[src/rtl/cla_serial_subtractor_pkg.sv]
// Shared types for the serial carry-lookahead subtractor: slice width and FSM states.
package cla_serial_subtractor_pkg;

    localparam int SLICE_W = 4;

    typedef enum logic [1:0] {
        IDLE = 2'd0,
        RUN  = 2'd1,
        DONE = 2'd2
    } state_t;

endpackage

[src/rtl/cla4_slice.sv]
// 4-bit carry-lookahead adder slice, s = x + y + cin.
// Latency: combinational; backpressure: none (pure logic).
module cla4_slice
    import cla_serial_subtractor_pkg::*;
(
    input  logic [SLICE_W-1:0] x,
    input  logic [SLICE_W-1:0] y,
    input  logic               cin,
    output logic [SLICE_W-1:0] s,
    output logic               cout
);

    logic [SLICE_W-1:0] g;
    logic [SLICE_W-1:0] p;
    logic [SLICE_W:0]   c;

    assign g = x & y;
    assign p = x ^ y;

    // Every internal carry is formed directly from g/p/cin, none ripples.
    assign c[0] = cin;
    assign c[1] = g[0] | (p[0] & cin);
    assign c[2] = g[1] | (p[1] & g[0]) | (p[1] & p[0] & cin);
    assign c[3] = g[2] | (p[2] & g[1]) | (p[2] & p[1] & g[0])
                | (p[2] & p[1] & p[0] & cin);
    assign c[4] = g[3] | (p[3] & g[2]) | (p[3] & p[2] & g[1])
                | (p[3] & p[2] & p[1] & g[0])
                | (p[3] & p[2] & p[1] & p[0] & cin);

    assign s    = p ^ c[SLICE_W-1:0];
    assign cout = c[SLICE_W];

endmodule

[src/rtl/cla_serial_subtractor.sv]
// Serial subtractor diff = a - b, one 4-bit CLA slice per cycle (a + ~b + 1).
// Latency: out_valid NSLICE edges after capture; result held until out_ready, in_ready low while busy.
module cla_serial_subtractor
    import cla_serial_subtractor_pkg::*;
#(
    parameter int WIDTH = 16
) (
    input  logic             clk,
    input  logic             rst,
    input  logic             in_valid,
    output logic             in_ready,
    input  logic [WIDTH-1:0] a,
    input  logic [WIDTH-1:0] b,
    output logic             out_valid,
    input  logic             out_ready,
    output logic [WIDTH-1:0] diff,
    output logic             borrow,
    output logic             overflow
);

    localparam int NSLICE = WIDTH / SLICE_W;
    localparam int CW     = (NSLICE > 1) ? $clog2(NSLICE) : 1;
    localparam logic [CW-1:0] LAST = CW'(NSLICE - 1);

    generate
        if ((WIDTH % SLICE_W) != 0 || WIDTH < SLICE_W) begin : g_bad_width
            $error("cla_serial_subtractor: WIDTH must be a multiple of 4 and >= 4");
        end
    endgenerate

    state_t             state;
    logic [WIDTH-1:0]   a_q;
    logic [WIDTH-1:0]   b_q;
    logic [CW-1:0]      idx;
    logic               carry_q;

    logic [SLICE_W-1:0] x_nib;
    logic [SLICE_W-1:0] y_nib;
    logic [SLICE_W-1:0] s_nib;
    logic               cout;

    assign x_nib = a_q[int'(idx)*SLICE_W +: SLICE_W];
    assign y_nib = ~b_q[int'(idx)*SLICE_W +: SLICE_W];

    cla4_slice u_slice (
        .x    (x_nib),
        .y    (y_nib),
        .cin  (carry_q),
        .s    (s_nib),
        .cout (cout)
    );

    always_ff @(posedge clk) begin
        if (rst) begin
            state     <= IDLE;
            in_ready  <= 1'b1;
            out_valid <= 1'b0;
            diff      <= '0;
            borrow    <= 1'b0;
            overflow  <= 1'b0;
            idx       <= '0;
            carry_q   <= 1'b1;
        end else begin
            case (state)
                IDLE: begin
                    if (in_valid) begin
                        a_q      <= a;
                        b_q      <= b;
                        idx      <= '0;
                        carry_q  <= 1'b1;
                        in_ready <= 1'b0;
                        state    <= RUN;
                    end
                end
                RUN: begin
                    diff[int'(idx)*SLICE_W +: SLICE_W] <= s_nib;
                    carry_q <= cout;
                    idx     <= idx + 1'b1;
                    if (idx == LAST) begin
                        // s_nib[MSB] is the final diff sign bit being written this edge.
                        borrow    <= ~cout;
                        overflow  <= (a_q[WIDTH-1] != b_q[WIDTH-1])
                                  && (s_nib[SLICE_W-1] != a_q[WIDTH-1]);
                        out_valid <= 1'b1;
                        idx       <= '0;
                        state     <= DONE;
                    end
                end
                DONE: begin
                    if (out_ready) begin
                        out_valid <= 1'b0;
                        in_ready  <= 1'b1;
                        state     <= IDLE;
                    end
                end
                default: begin
                    state     <= IDLE;
                    in_ready  <= 1'b1;
                    out_valid <= 1'b0;
                end
            endcase
        end
    end

endmodule

[config.mk]
export PLATFORM = sky130hd
export DESIGN_NAME = cla_serial_subtractor
export DESIGN_NICKNAME = d
export VERILOG_FILES = /design/src/rtl/cla_serial_subtractor_pkg.sv /design/src/rtl/cla4_slice.sv /design/src/rtl/cla_serial_subtractor.sv
export SDC_FILE = /design/constraint.sdc
export NUM_CORES = 1
export LEC_CHECK = 0
export CAP_MARGIN = 5
export CORE_MARGIN = 1.5
export CORE_UTILIZATION = 35
export CTS_BUF_LIST = sky130_fd_sc_hd__clkbuf_4 sky130_fd_sc_hd__clkbuf_8 sky130_fd_sc_hd__clkbuf_16
export DETAILED_ROUTE_END_ITERATION = 8
export SLEW_MARGIN = 20
export SYNTH_ARGS = -nofsm -noshare
export SYNTH_HDL_FRONTEND = slang
export SYNTH_SLANG_ARGS = --single-unit
[constraint.sdc]
create_clock -name clk -period 7.6 [get_ports clk]
set_input_delay 1.52 -clock clk [delete_from_list [all_inputs] [get_ports clk]]
set_output_delay 1.52 -clock clk [all_outputs]
set_load 0.02 [all_outputs]
==> flow_summary.html <==
<table>
<tr><th>Metric</th><th>Value</th></tr>
<tr><th colspan="2">Outcome</th></tr>
<tr><td>Result of the run</td><td>complete, but fails checks</td></tr>
<tr><td>Violated checks</td><td>DRC</td></tr>
<tr><th colspan="2">Critical path</th></tr>
<tr><td>Worst setup SP type</td><td>input pin</td></tr>
<tr><td>Critical path data required time</td><td>approximately 7.6 ns</td></tr>
<tr><td>Data arrival time of the critical path</td><td>3.07 ns</td></tr>
<tr><td>Reg2reg end</td><td>overflow</td></tr>
<tr><td>Length in cells of the worst reg-to-reg path</td><td>7</td></tr>
<tr><td>Crit path capture type</td><td>register</td></tr>
<tr><td>Launching point of the worst reg2reg path</td><td>idx[0]</td></tr>
<tr><td>Crit Path Max Fanout</td><td>32</td></tr>
<tr><td>Flop-to-flop setup slack</td><td>between 4 and 5 ns</td></tr>
<tr><td>Category of the most critical setup path</td><td>in2reg</td></tr>
<tr><th colspan="2">Power and ir drop</th></tr>
<tr><td>Leakage power total</td><td>around 1.2 nW</td></tr>
<tr><td>Peak supply drop</td><td>0.000108 V</td></tr>
<tr><td>P per Cell Area</td><td>~230 nW/µm²</td></tr>
<tr><th colspan="2">Logic synthesis</th></tr>
<tr><td>Share of synthesized area occupied by flip-flops and latches</td><td>roughly three fifths</td></tr>
<tr><td>Number of enable-type register cells in the synthesized netlist</td><td>32</td></tr>
<tr><td>Yosys warnings</td><td>0</td></tr>
<tr><td>Number of library cell types mapped by synthesis</td><td>32</td></tr>
<tr><td>Post-synthesis sequential element count</td><td>57</td></tr>
<tr><td>Primary flip-flop cell chosen by synthesis mapping</td><td>sky130_fd_sc_hd__edfxtp_1</td></tr>
<tr><td>Post-synth design cell area</td><td>2370 µm²</td></tr>
<tr><td>Cells after synthesis</td><td>184</td></tr>
<tr><td>Average instance area after synthesis</td><td>roughly 13 µm²</td></tr>
<tr><td>Async set or reset register ratio after synthesis</td><td>0%</td></tr>
<tr><td>Net count after synthesis</td><td>between 200 and 250</td></tr>
<tr><th colspan="2">Clock tree</th></tr>
<tr><td>Number of buffers created by CTS</td><td>9</td></tr>
<tr><td>CTS tree</td><td>done</td></tr>
<tr><td>Hold_buf cts</td><td>0</td></tr>
<tr><td>Root cell of the clock tree</td><td>sky130_fd_sc_hd__clkbuf_8</td></tr>
<tr><td>Post-CTS Setup Repair Bufs</td><td>0</td></tr>
<tr><td>CTS sink count</td><td>57</td></tr>
<tr><td>CTS Buffer Depth</td><td>2</td></tr>
<tr><td>Resize count post-CTS</td><td>0</td></tr>
<tr><td>Clock insertion delay at the later pin of the skew report</td><td>approximately 0.33 ns</td></tr>
<tr><td>Maximum level of the CTS H-tree</td><td>3</td></tr>
<tr><td>Clock slew at the register clock pins of the worst setup and hold paths</td><td>roughly 0.060 ns</td></tr>
<tr><th colspan="2">Drt</th></tr>
<tr><td>Number of nets with antenna violations after detailed routing</td><td>0</td></tr>
<tr><td>First DRT Iteration DRCs</td><td>63</td></tr>
<tr><td>Average wire per cell in the routed design</td><td>between 10 and 15 µm</td></tr>
<tr><td>Highest metal layer with signal wires</td><td>met4</td></tr>
<tr><td>Routed length on met1</td><td>roughly 2000 µm</td></tr>
<tr><td>Post-DR vias/cell</td><td>roughly 4.9</td></tr>
<tr><td>Count of TritonRoute iterations in the first routing pass</td><td>6</td></tr>
<tr><td>Total length of routed met3 wires</td><td>between 200 and 300 µm</td></tr>
<tr><td>Met2 wire length</td><td>slightly above 2000 µm</td></tr>
<tr><td># DRC</td><td>3</td></tr>
<tr><td>Total via count in the routed design</td><td>between 1500 and 2000</td></tr>
<tr><td>Drt total wl</td><td>about 4400 µm</td></tr>
<tr><th colspan="2">Min path</th></tr>
<tr><td>Hold path start</td><td>diff[11]</td></tr>
<tr><td>Depth of the worst hold-timing path</td><td>2</td></tr>
<tr><td>Hold Path Sink</td><td>diff[11]</td></tr>
<tr><td>Worst hold path class</td><td>reg2reg</td></tr>
<tr><th colspan="2">Cells and area</th></tr>
<tr><td>Nets</td><td>just under 300</td></tr>
<tr><td>Fin util</td><td>about half</td></tr>
<tr><td>Share of cells above drive strength 1</td><td>11.2%</td></tr>
<tr><td>Finished Cell Area</td><td>roughly 3200 µm²</td></tr>
<tr><td>Post-synthesis to final-layout area growth</td><td>35.4%</td></tr>
<tr><td>ANT cells</td><td>0</td></tr>
<tr><th colspan="2">Timing</th></tr>
<tr><td>Share of the clock period used by the worst path after layout</td><td>around two fifths</td></tr>
<tr><td>Highest clock rate</td><td>0.324 GHz</td></tr>
<tr><td>Hold Fails Final Rpt</td><td>0</td></tr>
<tr><td>Worst Tran Pin Value</td><td>between 0.9 and 1 ns</td></tr>
<tr><td>Worst Hold Slack</td><td>~0.47 ns</td></tr>
<tr><td>Unrepaired setup endpoints after global routing</td><td>no</td></tr>
<tr><td>Tightest slew margin relative to the limit</td><td>39.9%</td></tr>
<tr><td># setup viols final</td><td>0</td></tr>
<tr><td>Final-report max-slew violation count</td><td>0</td></tr>
<tr><td>Layout Skew</td><td>0.00993 ns</td></tr>
<tr><td>Setup TNS</td><td>0 ns</td></tr>
<tr><td>Final critical-path required period</td><td>between 3 and 4 ns</td></tr>
<tr><th colspan="2">Global routing</th></tr>
<tr><td>Number of antenna violations at the first check in global routing</td><td>0</td></tr>
<tr><td>Via count of the first global-routing pass</td><td>approximately 1500</td></tr>
<tr><td>Maximum number of pins on one net before global-route repair</td><td>33</td></tr>
<tr><td>Grt ovf</td><td>0</td></tr>
<tr><td>Total global routing track utilization</td><td>12.8%</td></tr>
<tr><td>First-pass GRT wire length</td><td>between 6000 and 7000 µm</td></tr>
<tr><th colspan="2">Floorplan</th></tr>
<tr><td>Number of placement rows</td><td>29</td></tr>
<tr><td>Die H</td><td>between 80 and 90 µm</td></tr>
<tr><td>Die width</td><td>85.4 µm</td></tr>
<tr><td>Boundary Pins</td><td>56</td></tr>
<tr><td>Core Box Area</td><td>6460 µm²</td></tr>
<tr><td>Die area</td><td>7290 µm²</td></tr>
<tr><td>Effective utilization at floorplan</td><td>about 37%</td></tr>
<tr><th colspan="2">Flow run</th></tr>
<tr><td>Max-cap violations</td><td>0</td></tr>
<tr><th colspan="2">Placed design</th></tr>
<tr><td>Placer's final routability congestion estimate</td><td>just under 0.8</td></tr>
<tr><td>HPWL Detailed</td><td>roughly 3200 µm</td></tr>
<tr><td>Port Buf Inserts</td><td>between 50 and 60</td></tr>
<tr><td>Dpl cell area</td><td>between 3000 and 4000 µm²</td></tr>
</table>
[routing by layer]
metal,GRT usage [%],up-vias
met1,16.5,756
met2,19.2,51
li1,-,799
met4,6.16,0
met3,4.77,7
met5,0,-
[synthesized netlist by cell type, drive strengths merged, types with 2 or more instances]
master | n | area [µm²]
a21oi | 11 | 55.1
a22oi | 10 | 75.1
buf | 3 | 22.5
clkbuf | 3 | 11.3
dfxtp | 25 | 500
edfxtp | 32 | 961
ha | 10 | 125
inv | 12 | 45.0
mux4 | 8 | 180
nand2 | 7 | 26.3
nand2b | 3 | 18.8
nand3 | 4 | 20.0
nand4 | 4 | 25.0
nor2 | 26 | 97.6
nor2b | 2 | 20.0
nor3 | 4 | 20.0
o21ai | 6 | 33.8
xnor2 | 2 | 17.5
[sequential cells by signal, summed over array words and instances, names as in the netlist]
name and cells:
in_ready 1, out_valid 1, state 2, idx 2, a_q 16, b_q 16, diff 16, borrow 1
overflow 1, carry_q 1
[worst max-delay path, cell delays in order]
cell and delay, ns:
sky130_fd_sc_hd__clkdlybuf4s50_1 0.82, sky130_fd_sc_hd__nor3_2 0.30, sky130_fd_sc_hd__buf_4 0.41
[placed cells by master, fill, tap and decap left out, types with 2 or more instances in the layout]
cell,instances
sky130_fd_sc_hd__a21oi_1,11
sky130_fd_sc_hd__a22oi_1,10
sky130_fd_sc_hd__bufinv_16,2
sky130_fd_sc_hd__clkbuf_8,9
sky130_fd_sc_hd__clkdlybuf4s50_1,55
sky130_fd_sc_hd__clkinv_2,2
sky130_fd_sc_hd__dfxtp_1,25
sky130_fd_sc_hd__edfxtp_1,32
sky130_fd_sc_hd__ha_1,10
sky130_fd_sc_hd__inv_1,12
sky130_fd_sc_hd__mux4_2,8
sky130_fd_sc_hd__nand2_1,7
sky130_fd_sc_hd__nand2b_1,3
sky130_fd_sc_hd__nand3_1,4
sky130_fd_sc_hd__nand4_1,4
sky130_fd_sc_hd__nor2_1,26
sky130_fd_sc_hd__nor3_1,3
sky130_fd_sc_hd__o21ai_0,5
sky130_fd_sc_hd__xnor2_1,2
[through the flow]
| stage | worst slack [ns] | total power [mW] | cells |
|---|---|---|---|
| after floorplan | 3.16 | 0.405 | 184 |
| after global placement | 4.22 | 0.441 | 311 |
| after detailed placement | 4.18 | 0.442 | 311 |
| after CTS | 4.53 | 0.748 | 327 |
| after global routing | 4.40 | 0.768 | 327 |
| final | 4.51 | 0.738 | 327 |
[kinds of logic after synthesis]
family	count (synthesis)	share of synthesized area, %
buf+inv	18	3.32
mux	9	8.01
flops	57	61.5
fa+ha+maj	11	6.11
compound gates	34	9.64
simple gates	52	10.3
xor+xnor	3	1.11
[power by group]
group          switching (mW)  internal (mW)
sequential            0.00817          0.338
combinational          0.0430         0.0445
clock                   0.117          0.186
[layout make-up]
| class | instances | area, µm² |
|---|---|---|
| Inverter | 12 | 45.0 |
| Sequential cell | 57 | 1460 |
| Fill cell | 577 | 3240 |
| Clock buffer | 10 | 131 |
| Tap cell | 77 | 96.3 |
| Clock inverter | 6 | 82.6 |
| Timing Repair Buffer | 56 | 558 |
| Multi-Input combinational cell | 109 | 840 |
[worst max path at each step]
| stage | startpoint | end | slack (ns) | cells after the start |
|---|---|---|---|---|
| after global routing | idx[0] | overflow | 4.40 | 7 |
| after floorplan | rst | a_q[0] | 3.16 | 2 |
| final | rst | b_q[4] | 4.51 | 3 |
| after global placement | rst | b_q[0] | 4.22 | 3 |
| after CTS | rst | b_q[8] | 4.53 | 3 |
| after detailed placement | rst | b_q[8] | 4.18 | 3 |
(Power assumes the default switching activity.)
